--- config.mk ---
export PLATFORM = sky130hd
export DESIGN_NAME = zynq_pl_to_ps_packet_arbiter
export DESIGN_NICKNAME = d
export VERILOG_FILES = /design/src/rtl/zynq_pl_arb_pkg.sv /design/src/rtl/zynq_rr_pick.sv /design/src/rtl/zynq_pl_to_ps_packet_arbiter.sv
export SDC_FILE = /design/constraint.sdc
export NUM_CORES = 1
export LEC_CHECK = 0
export ABC_AREA = 0
export CAP_MARGIN = 20
export CORE_UTILIZATION = 43
export DETAILED_ROUTE_END_ITERATION = 8
export PLACE_DENSITY_LB_ADDON = 0.25
export SLEW_MARGIN = 10
export SYNTH_ARGS = -nofsm -noshare
export SYNTH_HDL_FRONTEND = slang
export SYNTH_SLANG_ARGS = --single-unit
--- constraint.sdc ---
create_clock -name aclk -period 2.99 [get_ports aclk]
set_input_delay 0.897 -clock aclk [delete_from_list [all_inputs] [get_ports aclk]]
set_output_delay 0.897 -clock aclk [all_outputs]
set_load 0.05 [all_outputs]
--- src/rtl/zynq_pl_arb_pkg.sv ---
// Shared types and width helpers for the PL-to-PS packet arbiter and its
// rotating-priority picker.
package zynq_pl_arb_pkg;

    // IDLE: picking a new packet; LOCK: a multi-word packet owns the FIFO.
    typedef enum logic {
        e_idle = 1'b0,
        e_lock = 1'b1
    } arb_state_e;

    // Index width for a requester count; never below 1 so ports stay legal.
    function automatic int idx_width(input int n);
        return (n > 1) ? $clog2(n) : 1;
    endfunction

    // Width of a packed per-requester bus.
    function automatic int flat_width(input int n, input int w);
        return n * w;
    endfunction

endpackage

--- src/rtl/zynq_rr_pick.sv ---
// Combinational rotating-priority picker.
// Ports:
//   req_i        request vector
//   last_grant_i most recent grantee; it becomes lowest priority
//   pick_o       first requester found scanning upward from last_grant_i+1
//   any_v_o      at least one request is present
module zynq_rr_pick
    import zynq_pl_arb_pkg::*;
#(
    parameter  int num_req_p = 2,
    localparam int idx_w_lp  = idx_width(num_req_p)
) (
    input  logic [num_req_p-1:0] req_i,
    input  logic [idx_w_lp-1:0]  last_grant_i,
    output logic [idx_w_lp-1:0]  pick_o,
    output logic                 any_v_o
);

    // One spare bit so last_grant + offset cannot overflow before the wrap.
    logic [idx_w_lp:0] idx;

    always_comb begin
        pick_o  = '0;
        any_v_o = |req_i;
        idx     = '0;
        // Walk offsets from farthest to nearest so the nearest hit wins.
        for (int off = num_req_p; off >= 1; off--) begin
            idx = {1'b0, last_grant_i} + (idx_w_lp+1)'(off);
            if (idx >= (idx_w_lp+1)'(num_req_p))
                idx = idx - (idx_w_lp+1)'(num_req_p);
            if (req_i[idx[idx_w_lp-1:0]])
                pick_o = idx[idx_w_lp-1:0];
        end
    end

endmodule

--- src/rtl/zynq_pl_to_ps_packet_arbiter.sv ---
// Packet-granular round-robin arbiter in front of the shell's PL-to-PS FIFO.
// A packet of len+1 words, once started, owns the FIFO until its last word
// so messages never interleave. Per-requester completed-packet counters are
// exported for PS-side debug.
// Ports:
//   aclk, aresetn          clock, async active-low reset
//   req_data_i/len_i/v_i   packed per-requester word, length-1, valid
//   req_yumi_o             one-hot (or zero) word-consumed strobe
//   data_o, v_o, ready_i   FIFO side, handshake = v_o & ready_i
//   busy_o                 mid-packet (LOCK)
//   pkt_cnt_o              packed completed-packet counters
module zynq_pl_to_ps_packet_arbiter
    import zynq_pl_arb_pkg::*;
#(
    parameter int num_req_p    = 2,
    parameter int data_width_p = 32,
    parameter int len_width_p  = 4,
    parameter int cnt_width_p  = 32
) (
    input  logic                                       aclk,
    input  logic                                       aresetn,
    input  logic [flat_width(num_req_p,data_width_p)-1:0] req_data_i,
    input  logic [flat_width(num_req_p,len_width_p)-1:0]  req_len_i,
    input  logic [num_req_p-1:0]                       req_v_i,
    output logic [num_req_p-1:0]                       req_yumi_o,
    output logic [data_width_p-1:0]                    data_o,
    output logic                                       v_o,
    input  logic                                       ready_i,
    output logic                                       busy_o,
    output logic [flat_width(num_req_p,cnt_width_p)-1:0]  pkt_cnt_o
);

    localparam int idx_w_lp = idx_width(num_req_p);

    logic [num_req_p-1:0][data_width_p-1:0] req_data;
    logic [num_req_p-1:0][len_width_p-1:0]  req_len;
    assign req_data = req_data_i;
    assign req_len  = req_len_i;

    arb_state_e            state_q,      state_n;
    logic [idx_w_lp-1:0]    owner_q,      owner_n;
    logic [len_width_p-1:0] remain_q,     remain_n;
    logic [idx_w_lp-1:0]    last_grant_q, last_grant_n;
    logic [num_req_p-1:0]   cnt_inc;

    logic [idx_w_lp-1:0] pick;
    logic                any_v;
    logic                sel_v;
    logic [data_width_p-1:0] sel_data;
    logic                hs;

    zynq_rr_pick #(.num_req_p(num_req_p)) u_pick (
        .req_i        (req_v_i),
        .last_grant_i (last_grant_q),
        .pick_o       (pick),
        .any_v_o      (any_v)
    );

    always_ff @(posedge aclk or negedge aresetn) begin
        if (!aresetn) begin
            state_q      <= e_idle;
            owner_q      <= '0;
            remain_q     <= '0;
            last_grant_q <= idx_w_lp'(num_req_p - 1);
        end else begin
            state_q      <= state_n;
            owner_q      <= owner_n;
            remain_q     <= remain_n;
            last_grant_q <= last_grant_n;
        end
    end

    always_comb begin
        state_n      = state_q;
        owner_n      = owner_q;
        remain_n     = remain_q;
        last_grant_n = last_grant_q;
        cnt_inc      = '0;
        req_yumi_o   = '0;
        sel_v        = 1'b0;
        sel_data     = '0;
        hs           = 1'b0;

        if (state_q == e_idle) begin
            sel_v    = any_v;
            sel_data = req_data[pick];
            hs       = sel_v & ready_i;
            req_yumi_o[pick] = hs;
            if (hs) begin
                if (req_len[pick] == '0) begin
                    last_grant_n  = pick;
                    cnt_inc[pick] = 1'b1;
                end else begin
                    // Rotation pointer moves only when the packet finishes.
                    state_n  = e_lock;
                    owner_n  = pick;
                    remain_n = req_len[pick];
                end
            end
        end else begin
            sel_v    = req_v_i[owner_q];
            sel_data = req_data[owner_q];
            hs       = sel_v & ready_i;
            req_yumi_o[owner_q] = hs;
            if (hs) begin
                remain_n = remain_q - len_width_p'(1);
                if (remain_q == len_width_p'(1)) begin
                    state_n          = e_idle;
                    last_grant_n     = owner_q;
                    cnt_inc[owner_q] = 1'b1;
                end
            end
        end

        // Nothing is offered while reset is held, whatever the producers show.
        if (!aresetn) begin
            sel_v      = 1'b0;
            req_yumi_o = '0;
        end
    end

    assign v_o    = sel_v;
    assign data_o = sel_v ? sel_data : '0;
    assign busy_o = (state_q == e_lock);

    for (genvar i = 0; i < num_req_p; i++) begin : g_cnt
        logic [cnt_width_p-1:0] cnt_r;
        // Only written on increment; wraps silently.
        always_ff @(posedge aclk or negedge aresetn) begin
            if (!aresetn)
                cnt_r <= '0;
            else if (cnt_inc[i])
                cnt_r <= cnt_r + cnt_width_p'(1);
        end
        assign pkt_cnt_o[i*cnt_width_p +: cnt_width_p] = cnt_r;
    end

endmodule

# After elaboration in Yosys (flattened, before gate mapping)
# Cells that the tools add are included.
# op_classes
add_sub_neg	7
n_mul	0
div	0
order_cmp	8
n_eq_ne	4
shifts	0
mux	45
bitwise	6
n_reduce_logical	9
# ops
op	count
32-bit 2-to-1 mux	6
32-bit by 1-bit adder with 32-bit output (second input constant)	2
1-bit 2-to-1 mux	24
4-bit 2-to-1 mux	6
2-bit 2-to-1 mux	7
1-bit by 2-bit < comparator with 1-bit output (second input constant)	4
3-bit AND reduction	2
2-bit bitwise AND	2
4-bit by 1-bit equality test with 1-bit output (second input constant)	1
2-bit greater-or-equal comparator (second input constant)	2
4-bit logical NOT	1
2-bit by 1-bit != test with 1-bit output (second input constant)	2
4-bit AND reduction	1
2-bit nonzero test	2
4-bit by 1-bit subtractor with 4-bit output (second input constant)	1
1-bit by 1-bit adder with 2-bit output (second input constant)	1
1-bit by 2-bit adder with 2-bit output (second input constant)	1
1-bit bitwise AND	2
1-bit demux with 1-bit select	2
1-bit greater-or-equal comparator (second input constant)	2
1-bit logical AND	2
2-bit != test (second input constant)	1
1-bit NOT	2
2-bit OR reduction	1
1-bit subtractor (second input constant)	2
# totals
regBits	71
latch_bits	0
ram_bits	0
rom_bits	0
input_bits	77
out_inout_bits	100
word_cells	85
mem_count	0

# Logic depth before layout (Yosys ltp)
# Gate-level depths: netlist of run 1.
# depth
ltp_word	14
depth_mapped	8
ltp_nobuf	7

# Hierarchy
# From an unflattened synthesis of run 1, not the netlist that was laid out.
# unflattened
cells_unflattened	450
area_unflattened_um2	3988.8
# by_module_without_submodules
module	n_inst	cells_each	area_each_um2
zynq_pl_to_ps_packet_arbiter	1	448	3975.1
zynq_rr_pick	1	2	13.8

# Least setup slack after synthesis of run 1
# Ideal clock, no wire load.
# synth_path
path_kind	in2out
from	input port req_v_i[1]
to	output port data_o[10]
arrival_ns	2.631
required_time_ns	2.093
path_slack_ns	-0.538
stages	6
cell_sequence	a21bo_1 -> buf_2 -> o21ai_1 -> clkbuf_1 -> nand2_1 -> a21oi_1
# synth_via
elab_chain_cells	8
word_cells_on_any_way	15
# synth_lines
element	line	source
from (decl)	zynq_pl_to_ps_packet_arbiter.sv:24	input logic [num_req_p-1:0] req_v_i,
1-bit 2-to-1 mux (implied by the code) (2 in a row)	zynq_rr_pick.sv:31	if (req_i[idx[idx_w_lp-1:0]])
1-bit 2-to-1 mux (2 in a row)	zynq_rr_pick.sv:31	
32-bit 2-to-1 mux (implied by the code) (2 in a row)	zynq_pl_to_ps_packet_arbiter.sv:86	sel_data = req_data[pick];
32-bit 2-to-1 mux	zynq_pl_to_ps_packet_arbiter.sv:84	if (state_q == e_idle) begin
32-bit 2-to-1 mux *	zynq_pl_to_ps_packet_arbiter.sv:123	assign data_o = sel_v ? sel_data : '0;
to (decl)	zynq_pl_to_ps_packet_arbiter.sv:26	output logic [data_width_p-1:0] data_o,
# Mark *: on every way between the ends. The rest lies on a longest branch, timed or not. The select of a mux whose other input is x is not followed.

# Final worst setup path of run 1
# layout_path
from	input port req_v_i[0]
to	output port data_o[27]
# The elaborated chain is that of the path after synthesis.

==> reports/qor.csv, run 1 <==
metric,value,unit
status,"finished, violations left",
failed_checks,"DRC, setup timing",
fin_util,0.868,
ctsRootBufferMaster,clkbuf_8,
core_region_area,8850,sq um
finalHoldViolCount,0,
period_needed,3.05,ns
max_slew_margin,0.397,
synth_area_leaders,"dfrtp_1 (44%), xnor2_1 (9.9%), nand2_1 (8.6%), a21oi_1 (4.4%), nand4_1 (3.4%)",
cts_made_buffers,9,
synth_top_area_frac,0.439,
critPathCaptureType,output port,
internal_power,2690,uW
cts_tree,built,
io_buffers,176,
yosysWarnings,0,
cts_sinks,71,
synth_compound_gate_area_share,0.0905,
grt_max_degree,70,
cts.path.max_buffers,2,
power_switching,2090,uW
power_per_cell_area,622,nW/um^2
synth_xor_area_frac,0.140,
multi_input_area,2840,sq um
leakage,0.00326,uW
gp_congestion,0.857,
min_path_cells,1,
drive_gt1_frac,0.324,
dp_hpwl,10.1,mm
dieArea,9680,sq um
final_cell_count_no_fill,769,
postCtsHoldBufs,0,
antenna_found_initial,1,
holdCritPathClass,reg2reg,
start_kind,primary input,
power.total,4770,uW
syn2layout_area_growth,92.3,%
first_pass_iters,7,
ys_seq_area_frac,0.445,
avgSynthCellArea,9.12,sq um
ff2ff_path_depth,7,
htree_levels,3,
synthMuxAreaShare,0.0107,
insertion_delay,0.35,ns
synth_seq_cells,71,
yosysTopAreaCell,dfrtp_1,
synthAdderAreaFrac,0.0125,
fp-row-count,34,
setup_ws,-0.0572,ns
synthesis.area,3990,sq um
vias,4449,
max_stage_delay,0.22,ns
max_freq,0.328,GHz
grt_pass1_wl,23.4,mm
critPathArrivalTime,2.15,ns
synth_top_family_by_area,simple AND/OR/NAND/NOR gates,
viasPerCell,5.79,
chipWidth,98.4,um
synth_ff_type,dfrtp_1,
drv_slew,0,
maxCapViolCount,0,
skew,0.0158,ns
wirelength,16.9,mm
die_h,98.4,um
p_clk_frac,0.166,
nets,736,
dp.cells,742,
drtIter0Drc,218,
drc_errors,4,
grtUsageTotal,0.311,
crit_buf_inv,4,
pin_count,177,
synth-simple-area-share,0.268,
crit_fanout,8,
postRouteAntennaNets,0,
ir_drop,0.000420,V
avgRoutedWirePerCell,21.9,um
finalSetupViolations,31,
place_ws,-0.411,ns
rsz0062_at_grt,true,
synthDistinctLibCells,53,
yosysMostFrequentCell,nand2_1,
clk_pin_slew,0.07,ns
netlist_instances,438,
start_util,0.451,
worst_slew_pin_slew,0.905,ns
seqPwrFrac,0.230,
crit_family,buffers and inverters,
combPwrFrac,0.604,
crit_required,2.09,ns
synthTopCellsByCount,"nand2_1 (91), dfrtp_1 (70), xnor2_1 (45), a21oi_1 (35), nand3_1 (26)",
num-fill-cells,437,
synth_edf_count,0,
fin_crit_sh,1.02,
slowest_stage,a21bo_4,
register_area,1780,sq um
async_flop_share,1.00,
path_cells,"buf_6, a21bo_4, o21ai_4, buf_6, buf_12, nand2_4, a21oi_4, buf_12",
timing_worst_setup_path_type,in2out,
grt_pass1_vias,4597,
syn_nets,519,
r2r_slack,0.67,ns
p_sw_frac,0.437,
worstSetupPathDepth,8,
grt-ovfl-total,0,
## stage by stage
step	area (sq um)	hold WS [ns]	TNS (ns)
finish	7680	0.483	-0.923
global route	7680	0.513	-1.77
CTS	7510	0.487	-2.26
detailed placement	6890	0.473	-16.09
global placement	6890	0.462	-13.38
floorplan	4370	0.519	-1.50
## path summary, 6_finish.rpt
check                                    from                  to
max in group asynchronous             aresetn  g_cnt[1].cnt_r[11]
max reg2reg                       remain_q[1]  g_cnt[1].cnt_r[27]
min in group asynchronous             aresetn             owner_q
min reg2reg                g_cnt[0].cnt_r[31]  g_cnt[0].cnt_r[31]
min                        g_cnt[0].cnt_r[31]  g_cnt[0].cnt_r[31]
max                                req_v_i[0]          data_o[27]
## final cells by class
class                           instances  share of cell area
Clock inverter                          6             0.00896
Inverter                                9             0.00440
Sequential cell                        71               0.232
Clock buffer                           10              0.0179
Multi-Input combinational cell        338               0.369
Tap cell                              108              0.0176
Timing Repair Buffer                  226               0.350
Antenna cell                            1            0.000326
## repair_timing
item | 4_1_cts | 5_1_grt
pin swaps | 48 | 45
endpoints found under the hold margin | 0 | 0
endpoints found under the setup margin | 35 | 33
cloned | 4 | 2
resized for setup | 74 | 52
buffers inserted | 7 | 0
## state kept, by name, summed over array words and instances (netlist names)
signal and flops:
busy_o 1, g_cnt.cnt_r 64, last_grant_q 1, owner_q 1, remain_q 4
## cell families (layout without fill, tap and decap cells)
| kind of cell | after synthesis | count (layout) |
|---|---|---|
| xor+xnor | 62 | 62 |
| compound gates | 57 | 57 |
| simple gates | 211 | 211 |
| flops | 71 | 71 |
| fa+ha+maj | 4 | 4 |
| buf+inv | 29 | 251 |
| other cells | 0 | 1 |
| mux | 4 | 4 |
## routing by layer
layer | GRT usage | up-vias | part of all wire | wire (um)
met5 | 0 | - | 0 | 0
met4 | 0.148 | 0 | 0.039 | 658
met3 | 0.0723 | 57 | 0.071 | 1200
met2 | 0.541 | 225 | 0.53 | 8960
met1 | 0.364 | 2214 | 0.36 | 6030
li1 | - | 1953 | - | -
## power by group through the flow
stage	Combinational [uW]	Clock, uW	Sequential (uW)
6_report	2880	794	1100
5_1_grt	2970	836	1100
3_5_place_dp	2080	0	1100
2_1_floorplan	1110	0	1140
4_1_cts	2650	800	1090
3_3_place_gp	2030	0	1100
## cells in the final DEF, fill, tap and decap left out, types with 3 or more instances in the layout
master / synthesis / layout
a21oi_4: 0 / 33
a221oi_1: 4 / 4
and2_1: 6 / 5
and3_1: 9 / 9
and4_1: 6 / 6
buf_12: 1 / 46
buf_4: 1 / 34
buf_6: 0 / 3
clkbuf_8: 0 / 10
clkdlybuf4s50_1: 0 / 137
dfrtp_1: 70 / 70
ha_1: 4 / 4
inv_1: 9 / 9
nand2_1: 91 / 36
nand2_2: 0 / 17
nand2_4: 1 / 38
nand3_1: 26 / 26
nand3_2: 3 / 3
nand4_1: 22 / 22
nor2_1: 17 / 17
nor3_1: 11 / 11
o21ai_0: 5 / 4
or4_4: 3 / 3
xnor2_1: 45 / 45
xor2_1: 15 / 15
Note: power is estimated with default switching activity, not from simulation.
==> run 2, diff against run 1 <==
SLEW_MARGIN = 0   (was 10)
==> results of run 2 <==
Final layout, timing and power as in run 1 (identical DEF).
==> run 3, diff against run 2 <==
CAP_MARGIN = 40   (was 20)
MAX_ROUTING_LAYER = met4   (was not set)
RECOVER_POWER = 25   (was not set)
==> reports/qor.csv, run 3 (synthesis results as in run 1) <==
metric,value,unit,change
status,"finished, violations left",,unchanged
failed_checks,"DRC, setup timing",,unchanged
pin_count,177,,unchanged
internal_power,2620,uW,was 2690 uW
io_buffers,176,,unchanged
num-fill-cells,465,,was 437
grt_pass1_wl,22.8,mm,was 23.4 mm
dpl_cell_area,6910,sq um,was 6890 sq um
fp-row-count,34,,unchanged
cts_sinks,71,,unchanged
vias,4324,,"was 4,449"
viasPerCell,5.63,,was 5.79
fin_crit_sh,1.01,,was 1.02
power_per_cell_area,603,nW/um^2,was 622 nW/um^2
combPwrFrac,0.566,,was 0.604
grt-busiest-layer,met2,,unchanged
start_kind,primary input,,unchanged
finalSetupViolations,7,,was 31
max_freq,0.331,GHz,was 0.328 GHz
ff2ff_path_depth,7,,unchanged
drv_slew,0,,unchanged
crit_fanout,8,,unchanged
p_clk_frac,0.190,,was 0.166
p_sw_frac,0.418,,was 0.437
skew,0.0127,ns,was 0.0158 ns
seqPwrFrac,0.243,,was 0.230
first_pass_iters,9,,was 7
grt-ovfl-total,0,,unchanged
insertion_delay,0.34,ns,was 0.35 ns
final_area,7450,sq um,was 7680 sq um
mostFrequentLayoutCell,clkdlybuf4s50_1,,unchanged
crit_start,req_v_i[0],,unchanged
wirelength,15.0,mm,was 16.9 mm
ctsRootBufferMaster,clkbuf_8,,unchanged
cts_tree,built,,unchanged
postRouteAntennaNets,0,,unchanged
start_util,0.451,,unchanged
crit_required,2.09,ns,about the same
drive_gt1_frac,0.280,,was 0.324
top_register,g_cnt.cnt_r,,unchanged
worst_slew_pin_slew,0.872,ns,was 0.905 ns
nets,736,,unchanged
max_slew_margin,0.419,,was 0.397
use_met3,0.0787,,was 0.0723
register_area,1780,sq um,about the same
chipWidth,98.4,um,unchanged
drtIter0Drc,179,,was 218
cts_made_buffers,9,,unchanged
multi_input_area,2640,sq um,was 2840 sq um
largest_register_ffs,64,,unchanged
antennaDiodeCount,0,,was 1
period_needed,3.02,ns,was 3.05 ns
maxCapViolCount,0,,unchanged
final_cell_count_no_fill,768,,was 769
dp.cells,743,,was 742
dieArea,9680,sq um,unchanged
cts.path.max_buffers,2,,unchanged
drc_errors,2,,was 4
htree_levels,3,,unchanged
rr_endpoint,g_cnt[1].cnt_r[27],,unchanged
use_met2,0.520,,was 0.541
use_met1,0.362,,was 0.364
avgRoutedWirePerCell,19.5,um,was 21.9 um
antenna_found_initial,0,,was 1
holdCritPathClass,reg2reg,,unchanged
die_h,98.4,um,unchanged
critPathCaptureType,output port,,unchanged
grt_pass1_vias,4383,,"was 4,597"
final_cell_mix,"clkdlybuf4s50_1 (137), dfrtp_1 (69), nand2_1 (63), xnor2_1 (45), buf_12 (45)",,"was clkdlybuf4s50_1 (137), dfrtp_1 (70), buf_12 (46), xnor2_1 (45), nand2_4 (38)"
leakage,0.00314,uW,was 0.00326 uW
place_ws,-0.456,ns,was -0.411 ns
r2r_slack,0.74,ns,was 0.67 ns
setup_ws,-0.0347,ns,was -0.0572 ns
grtUsageTotal,0.313,,was 0.311
power_switching,1880,uW,was 2090 uW
rsz0062_at_grt,true,,unchanged
syn2layout_area_growth,86.5,%,was 92.3%
gp_congestion,0.871,,was 0.857
dp_hpwl,10.2,mm,was 10.1 mm
grt_max_degree,36,,was 70
ir_drop,0.000399,V,was 0.000420 V
r2r-start,remain_q[1],,unchanged
crit_end,data_o[15],,was data_o[27]
top_regs,"g_cnt.cnt_r: 64 flops, remain_q: 4 flops",,unchanged
core_region_area,8850,sq um,unchanged
clk_pin_slew,0.07,ns,about the same
timing_worst_setup_path_type,in2out,,unchanged
finalHoldViolCount,0,,unchanged
critPathArrivalTime,2.13,ns,was 2.15 ns
run 3: cell types whose count changed in the layout (fill, tap and decap cells not counted), moves of 2 or more:
cell / change
nand2_1: +27
nand2_4: -20
nand2_2: -6
clkbuf_1: +3
a21oi_2: +2
a21oi_4: -2
buf_6: -2
clkbuf_2: +2
run 3: layer usage:
metal	vias up	wire, um	share of wire
met5	-	0	0
met4	0	547	0.037
met3	45	759	0.051
met2	180	7850	0.53
li1	1952	-	-
met1	2147	5800	0.39
run 3: per-stage QoR:
step,total power [uW],setup TNS (ns),hold slack (ns),util
after global placement,3130,-13.38,0.462,0.779
after CTS,4390,-0.733,0.487,0.838
after floorplan,2250,-1.50,0.519,-
after global routing,4650,-0.456,0.513,0.842
final,4500,-0.161,0.482,0.842
after detailed placement,3190,-16.01,0.473,0.781
run 3: worst max-delay path: stages:
cell and delay [ns]:
buf_8 0.10, a21bo_4 0.22, o21ai_4 0.18, buf_6 0.15, clkbuf_16 0.16, nand2_1 0.10
a21oi_4 0.16, buf_12 0.15
run 3: worst min path at each step:
| stage | from | to | slack, ns | cells after the start |
|---|---|---|---|---|
| after floorplan | remain_q[0] | remain_q[0] | 0.52 | 1 |
| after global placement | g_cnt[0].cnt_r[31] | g_cnt[0].cnt_r[31] | 0.46 | 1 |
| after detailed placement | g_cnt[0].cnt_r[31] | g_cnt[0].cnt_r[31] | 0.47 | 1 |
| after CTS | g_cnt[0].cnt_r[31] | g_cnt[0].cnt_r[31] | 0.49 | 1 |
| after global routing | g_cnt[0].cnt_r[12] | g_cnt[0].cnt_r[12] | 0.51 | 1 |
| final | g_cnt[0].cnt_r[31] | g_cnt[0].cnt_r[31] | 0.48 | 1 |
run 3: repair_timing:
action                                  in CTS  in global routing
setup buffers                                7                  0
pin swaps                                   44                 28
hold endpoints to repair                     0                  0
resized for setup                           51                 20
cloned                                       2                  2
hold buffers                                 0                  0
endpoints found under the setup margin      35                 32
run 3: final cells by class:
cell class                      count  share of cell area
Timing Repair Buffer              226               0.355
Multi-Input combinational cell    338               0.354
Clock inverter                      6              0.0126
Sequential cell                    71               0.239
Clock buffer                       10              0.0171
Inverter                            9             0.00453
Tap cell                          108              0.0181
run 3: power by group through the flow:
stage,Combinational (uW),Sequential (uW),Clock [uW]
after floorplan,1110,1140,0
after global placement,2030,1100,0
after detailed placement,2090,1100,0
after CTS,2440,1080,868
after global routing,2640,1100,910
final,2550,1090,855
